<file path="src/rtl/team_06_clkdiv_pkg.sv">
// Shared types and helpers for the team_06 programmable clock divider.
// Optional feature macro used by the slice: TEAM_06_BURST_EN.
package team_06_clkdiv_pkg;

  typedef enum logic [1:0] {
    IDLE     = 2'd0,
    RUN      = 2'd1,
    STOPPING = 2'd2
  } state_t;

  localparam int unsigned DIV_WIDTH_DEFAULT = 16;

  function automatic int unsigned clamp_div(input int unsigned d);
    return (d == 32'd0) ? 32'd1 : d;
  endfunction

endpackage

</file>
<file path="src/rtl/team_06_prog_divider.sv">
// Half-period counter and toggle flop with registered rise/fall strobes.
// halt clears the divider and reports a fall strobe if the output was high.
module team_06_prog_divider
  import team_06_clkdiv_pkg::*;
#(
  parameter int unsigned WIDTH = DIV_WIDTH_DEFAULT
) (
  input  logic             clk,
  input  logic             rst_n,
  input  logic             en,
  input  logic             init,
  input  logic             halt,
  input  logic [WIDTH-1:0] div_i,
  output logic             toggle_now,
  output logic             div_clk,
  output logic             tick_rise,
  output logic             tick_fall
);

  logic [WIDTH-1:0] cnt_q, cnt_d;
  logic             div_clk_q, div_clk_d;
  logic             rise_q, rise_d;
  logic             fall_q, fall_d;

  // Kept as a continuous assign so the controller can use it without a comb loop.
  assign toggle_now = en && (cnt_q == div_i);

  always_comb begin
    cnt_d     = cnt_q;
    div_clk_d = div_clk_q;
    rise_d    = 1'b0;
    fall_d    = 1'b0;
    if (halt) begin
      cnt_d     = '0;
      div_clk_d = 1'b0;
      fall_d    = div_clk_q;
    end else if (init) begin
      cnt_d     = WIDTH'(1);
      div_clk_d = 1'b0;
    end else if (toggle_now) begin
      cnt_d     = WIDTH'(1);
      div_clk_d = ~div_clk_q;
      rise_d    = ~div_clk_q;
      fall_d    = div_clk_q;
    end else if (en) begin
      cnt_d = cnt_q + WIDTH'(1);
    end
  end

  always_ff @(posedge clk) begin
    if (!rst_n) begin
      cnt_q     <= '0;
      div_clk_q <= 1'b0;
      rise_q    <= 1'b0;
      fall_q    <= 1'b0;
    end else begin
      cnt_q     <= cnt_d;
      div_clk_q <= div_clk_d;
      rise_q    <= rise_d;
      fall_q    <= fall_d;
    end
  end

  assign div_clk   = div_clk_q;
  assign tick_rise = rise_q;
  assign tick_fall = fall_q;

endmodule

</file>
<file path="src/rtl/team_06_clkdiv_ctrl.sv">
// Clock-divider controller: FSM, divisor handshake, glitch-free divisor swap.
// Define TEAM_06_BURST_EN to add burst_len/burst_done auto-stop after N periods.
module team_06_clkdiv_ctrl
  import team_06_clkdiv_pkg::*;
#(
  parameter int unsigned WIDTH       = DIV_WIDTH_DEFAULT,
  parameter int unsigned DEFAULT_DIV = 1
) (
  input  logic             clk,
  input  logic             rst_n,
  input  logic             cfg_valid,
  output logic             cfg_ready,
  input  logic [WIDTH-1:0] cfg_div,
  input  logic             start,
  input  logic             stop,
  output logic             busy,
  output logic             div_clk,
  output logic             tick_rise,
  output logic             tick_fall,
  output logic [1:0]       state_o
`ifdef TEAM_06_BURST_EN
  ,
  input  logic [7:0]       burst_len,
  output logic             burst_done
`endif
);

  state_t           state_q, state_d;
  logic [WIDTH-1:0] div_q, div_d;
  logic [WIDTH-1:0] pend_q, pend_d;
  logic             pend_flag_q, pend_flag_d;
  logic             xfer, init, halt, en, toggle_now, fall_now, burst_stop;
  logic [WIDTH-1:0] cfg_val;

  assign en        = (state_q != IDLE);
  assign fall_now  = toggle_now && div_clk;
  assign xfer      = cfg_valid && cfg_ready;
  assign cfg_val   = WIDTH'(clamp_div(32'(cfg_div)));
  assign cfg_ready = ~pend_flag_q;
  assign busy      = (state_q != IDLE);
  assign state_o   = state_q;

`ifdef TEAM_06_BURST_EN
  logic [7:0] blen_q, blen_d;
  logic [7:0] bcnt_q, bcnt_d;
  logic       bdone_q, bdone_d;
  logic       rise_now;

  assign rise_now   = toggle_now && !div_clk;
  assign burst_stop = (state_q == RUN) && (blen_q != '0) && rise_now
                      && ((bcnt_q + 8'd1) == blen_q);
  assign burst_done = bdone_q;

  always_comb begin
    blen_d  = blen_q;
    bcnt_d  = bcnt_q;
    bdone_d = halt;
    if (init) begin
      blen_d = burst_len;
      bcnt_d = '0;
    end else if (rise_now) begin
      bcnt_d = bcnt_q + 8'd1;
    end
  end

  always_ff @(posedge clk) begin
    if (!rst_n) begin
      blen_q  <= '0;
      bcnt_q  <= '0;
      bdone_q <= 1'b0;
    end else begin
      blen_q  <= blen_d;
      bcnt_q  <= bcnt_d;
      bdone_q <= bdone_d;
    end
  end
`else
  assign burst_stop = 1'b0;
`endif

  always_comb begin
    state_d     = state_q;
    div_d       = div_q;
    pend_d      = pend_q;
    pend_flag_d = pend_flag_q;
    init        = 1'b0;
    halt        = 1'b0;
    case (state_q)
      IDLE: begin
        if (xfer) div_d = cfg_val;
        if (start && !stop) begin
          state_d = RUN;
          init    = 1'b1;
        end
      end
      RUN: begin
        // A stop landing on the falling toggle finishes immediately.
        if (stop && (!div_clk || fall_now)) begin
          halt    = 1'b1;
          state_d = IDLE;
        end else if (stop || burst_stop) begin
          state_d = STOPPING;
        end
      end
      STOPPING: begin
        if (fall_now) begin
          halt    = 1'b1;
          state_d = IDLE;
        end
      end
      default: begin
        halt    = 1'b1;
        state_d = IDLE;
      end
    endcase

    // A transfer that coincides with entry to IDLE goes straight to div_reg.
    if (state_q != IDLE) begin
      if (xfer) begin
        if (halt) begin
          div_d = cfg_val;
        end else begin
          pend_d      = cfg_val;
          pend_flag_d = 1'b1;
        end
      end else if (pend_flag_q && (fall_now || halt)) begin
        div_d       = pend_q;
        pend_flag_d = 1'b0;
      end
    end
  end

  always_ff @(posedge clk) begin
    if (!rst_n) begin
      state_q     <= IDLE;
      div_q       <= WIDTH'(clamp_div(DEFAULT_DIV));
      pend_q      <= '0;
      pend_flag_q <= 1'b0;
    end else begin
      state_q     <= state_d;
      div_q       <= div_d;
      pend_q      <= pend_d;
      pend_flag_q <= pend_flag_d;
    end
  end

  team_06_prog_divider #(
    .WIDTH(WIDTH)
  ) u_div (
    .clk       (clk),
    .rst_n     (rst_n),
    .en        (en),
    .init      (init),
    .halt      (halt),
    .div_i     (div_q),
    .toggle_now(toggle_now),
    .div_clk   (div_clk),
    .tick_rise (tick_rise),
    .tick_fall (tick_fall)
  );

endmodule

</file>
<file path="config.mk">
export PLATFORM = sky130hd
export DESIGN_NAME = team_06_clkdiv_ctrl
export DESIGN_NICKNAME = d
export VERILOG_FILES = /design/src/rtl/team_06_clkdiv_pkg.sv /design/src/rtl/team_06_prog_divider.sv /design/src/rtl/team_06_clkdiv_ctrl.sv
export SDC_FILE = /design/constraint.sdc
export NUM_CORES = 1
export LEC_CHECK = 0
export ABC_AREA = 1
export BUFFER_PORTS_ARGS = -buffer_cell sky130_fd_sc_hd__buf_2
export CAP_MARGIN = 30
export CORE_MARGIN = 3
export CORE_UTILIZATION = 64
export DETAILED_ROUTE_END_ITERATION = 6
export GPL_TIMING_DRIVEN = 0
export PLACE_DENSITY_LB_ADDON = 0.1
export SKIP_LAST_GASP = 1
export SYNTH_ARGS = -nofsm -noshare
export SYNTH_HDL_FRONTEND = slang
export SYNTH_SLANG_ARGS = --single-unit
</file>
<file path="constraint.sdc">
create_clock -name clk -period 5.2 [get_ports clk]
set_input_delay 1.04 -clock clk [delete_from_list [all_inputs] [get_ports clk]]
set_output_delay 1.04 -clock clk [all_outputs]
set_load 0.02 [all_outputs]
</file>
==> impl_results.md <==
- Status: finished clean
- Synth cell count leaders: nand2_1 (147), inv_1 (61), dfxtp_1 (54)
- Post-Syn Instances: 495
- Finish-stage setup viols: 0
- Gpl congestion: 0.941
- Clock latency on the worst-skew pair: 310 ps
- CP peak stage delay: 510 ps
- Achievable Freq: 306 MHz
- DR WL/cell: 13.9 µm
- Reg2reg start: pend_flag_q
- Reg clk slew, reported paths: 100 ps
- Syn_area_per_cell: 6.39 µm²
- Layout cells sized above 1: 0.134
- Required time worst endpoint: 4160 ps
- Fillers: 406
- Syn_nets: 517
- Post-synthesis register bit count: 54
- Post-synthesis instance area: 3160 µm²
- TritonCTS clock tree: built
- Die Ht: 76.3 µm
- Critical path launch point type: flop
- CORE AREA: 4560 µm²
- Die W: 76.3 µm
- Slew Limit Headroom: 0.584
- Router iterations before antenna repair: 5
- Num CTS Buffers: 5
- Hold Path Class: reg -> reg
- Die ar.: 5820 µm²
- Routed Wire Length: 8280 µm
- Num ports: 28
- Slew @ Worst Pin: 625 ps
- Critical Path Sink Type: output port
- Sum Neg Setup Slack: 0 ps
- Top cell type's share of synthesized area: 0.342
- M1 WL: 3670 µm
- Largest net degree at the start of global routing: 17
- DRT antenna net count: 0
- # rows: 24
- Worst EP arrival: 2230 ps
- RSZ-0062 raised after global routing: false
- Layout Utilization: 0.772
- Max Root-Sink Buffers: 2
- First-pass GRT wire length: 14100 µm
- Slew Limit Fails: 0
- Cell taking the most area after synthesis: dfxtp_1
- CP max stage cell: buf_1
- Min-Delay Path Depth: 2
- Drc violations: 0
- Leakage power: 1.61 nW
- Worst reg-to-reg path cell count: 13
- Vias in the first global route: 2964
- Most numerous cell in the Yosys netlist: nand2_1
- Setup bufs post-CTS: 0
- Worst R2R Setup Slack: 2940 ps
- Port bufs: 27
- Setup Crit Path Kind: reg -> out
- Vias per std cell: 5.46
- Antenna diodes: 0
- Post-synth ARST share: 0
- CTS Root Cell: clkbuf_8
- Synth cell types: 37
- Worst hold endpoint: pend_q[14]
- Non-Filler Instances: 595
- CP cell instances: nor2_1, inv_1, buf_1, clkbuf_1, buf_2
- Tcrit/Tclk final: 0.629
- Placed insts: 587
- Hold Startpoint: pend_q[14]
- Antenna violations before repair: 0
- Worst-path maximum fanout: 10
- R2R Path End: div_q[8]
- Maximum vdd ir drop: 0.000212 V
- Uppermost layer routed: met4
- Share of the yosys chip area belonging to registers: 0.342
- Number of max-cap violations: 0
- GR Overflow Total: 0
- Area delta synth->final: 11.4%
- # hold bufs at CTS: 0
- Clk_skew: 7.79 ps
- Met3 wire length: 768 µm
- CTS H-tree depth: 2
- Final-stage net count: 551
- Synth Flop Type: dfxtp_1
- Placement Cell Area: 3380 µm²
- Synth warn: 0
- Dpl hpwl: 6170 µm
- Clk sinks: 54
- Gr usage total: 0.295
- P per Cell Area: 277 nW/µm²
- Critical Path Source: state_o[1]
- Vias: 3248
- Post-synth EDFFs: 0
- 1st-iter DRT viols: 325
- Met2 Wirelength: 3690 µm
- Post_cts resized: 0
- Post-route cell area: 3520 µm²
- Initial Util: 0.693
- Hold Vio Cnt, Final: 0
- Synth top area cells: dfxtp_1 (34%), nand2_1 (17%), nand3_1 (8.1%)
- Tmin final: 3270 ps
[state kept, by name (all words and copies together) (netlist names)]
register,count
state_o,2
u_div.cnt_q,16
pend_q,16
u_div.tick_fall,1
pend_flag_q,1
div_q,16
u_div.tick_rise,1
u_div.div_clk,1
[worst max path at each step]
stage                 to  slack, ps  cells after the start
floorplan           busy       2670                      4
global route        busy       1780                      5
global placement    busy       2360                      5
detailed placement  busy       2340                      5
CTS                 busy       1980                      5
finish              busy       1930                      5
[cell type report]
| class | instances | area (µm²) | area share |
|---|---|---|---|
| plain buffers | 21 | 134 | 0.0380 |
| clock buffers | 6 | 82.6 | 0.0234 |
| clock inverters | 2 | 60.1 | 0.0171 |
| inverters | 71 | 267 | 0.0757 |
| multi-input cells | 349 | 1680 | 0.477 |
| flip-flops and latches | 54 | 1080 | 0.307 |
| well taps | 65 | 81.3 | 0.0231 |
| repair buffers | 27 | 135 | 0.0384 |
[worst max-delay path: cells and delay by family, from the launching register on]
kind | cells | cell delay, ps
AND/OR/NAND/NOR | 1 | 90
flip-flops | 1 | 430
buffers and inverters | 4 | 1400
[report_power, final]
group / total (mW) / switching, mW / internal [mW]
Clock: 0.349 / 0.144 / 0.205
Combinational: 0.183 / 0.121 / 0.0618
Sequential: 0.443 / 0.0104 / 0.433
Total: 0.975 / 0.275 / 0.700
[routing by layer]
layer  vias up  global-route usage
met5         -                   0
met4         0              0.0634
met3        20              0.0520
met1      1418               0.422
li1       1641                   -
met2       169               0.464
[cells in the final DEF (no fill, tap or decap), types with 2 or more instances in the layout]
cell | Yosys | routed
a21oi_1 | 34 | 34
buf_2 | 5 | 32
buf_4 | 3 | 3
buf_6 | 5 | 5
bufinv_16 | 0 | 2
clkbuf_1 | 7 | 7
clkbuf_8 | 0 | 6
clkinv_1 | 2 | 2
dfxtp_1 | 54 | 54
inv_1 | 61 | 61
inv_2 | 8 | 8
nand2_1 | 147 | 147
nand2_2 | 3 | 3
nand2_4 | 3 | 3
nand3_1 | 51 | 51
nand3_4 | 2 | 2
nand3b_1 | 2 | 2
nand4_1 | 4 | 4
nor2_1 | 36 | 36
nor2_4 | 2 | 2
nor3_1 | 10 | 10
nor4_1 | 3 | 3
o21ai_0 | 27 | 27
o21ai_1 | 3 | 3
xor2_1 | 9 | 9
[metrics by stage]
| stage | total power, mW | hold WS (ps) | worst slack [ps] |
|---|---|---|---|
| after global placement | 0.624 | 440 | 2360 |
| final | 0.975 | 458 | 1930 |
| after detailed placement | 0.629 | 447 | 2340 |
| after CTS | 0.970 | 460 | 1980 |
| after floorplan | 0.580 | 430 | 2670 |
| after global routing | 1.02 | 477 | 1780 |
[kinds of logic after synthesis]
group,count (synthesis),synth area share
AO/OA/AOI/OAI,70,0.117
XOR/XNOR,10,0.0277
adder cells (fa/ha/maj),1,0.00396
buffers and inverters,92,0.127
flip-flops,54,0.342
AND/OR/NAND/NOR,268,0.383
Power figures use the tool's default switching activity.
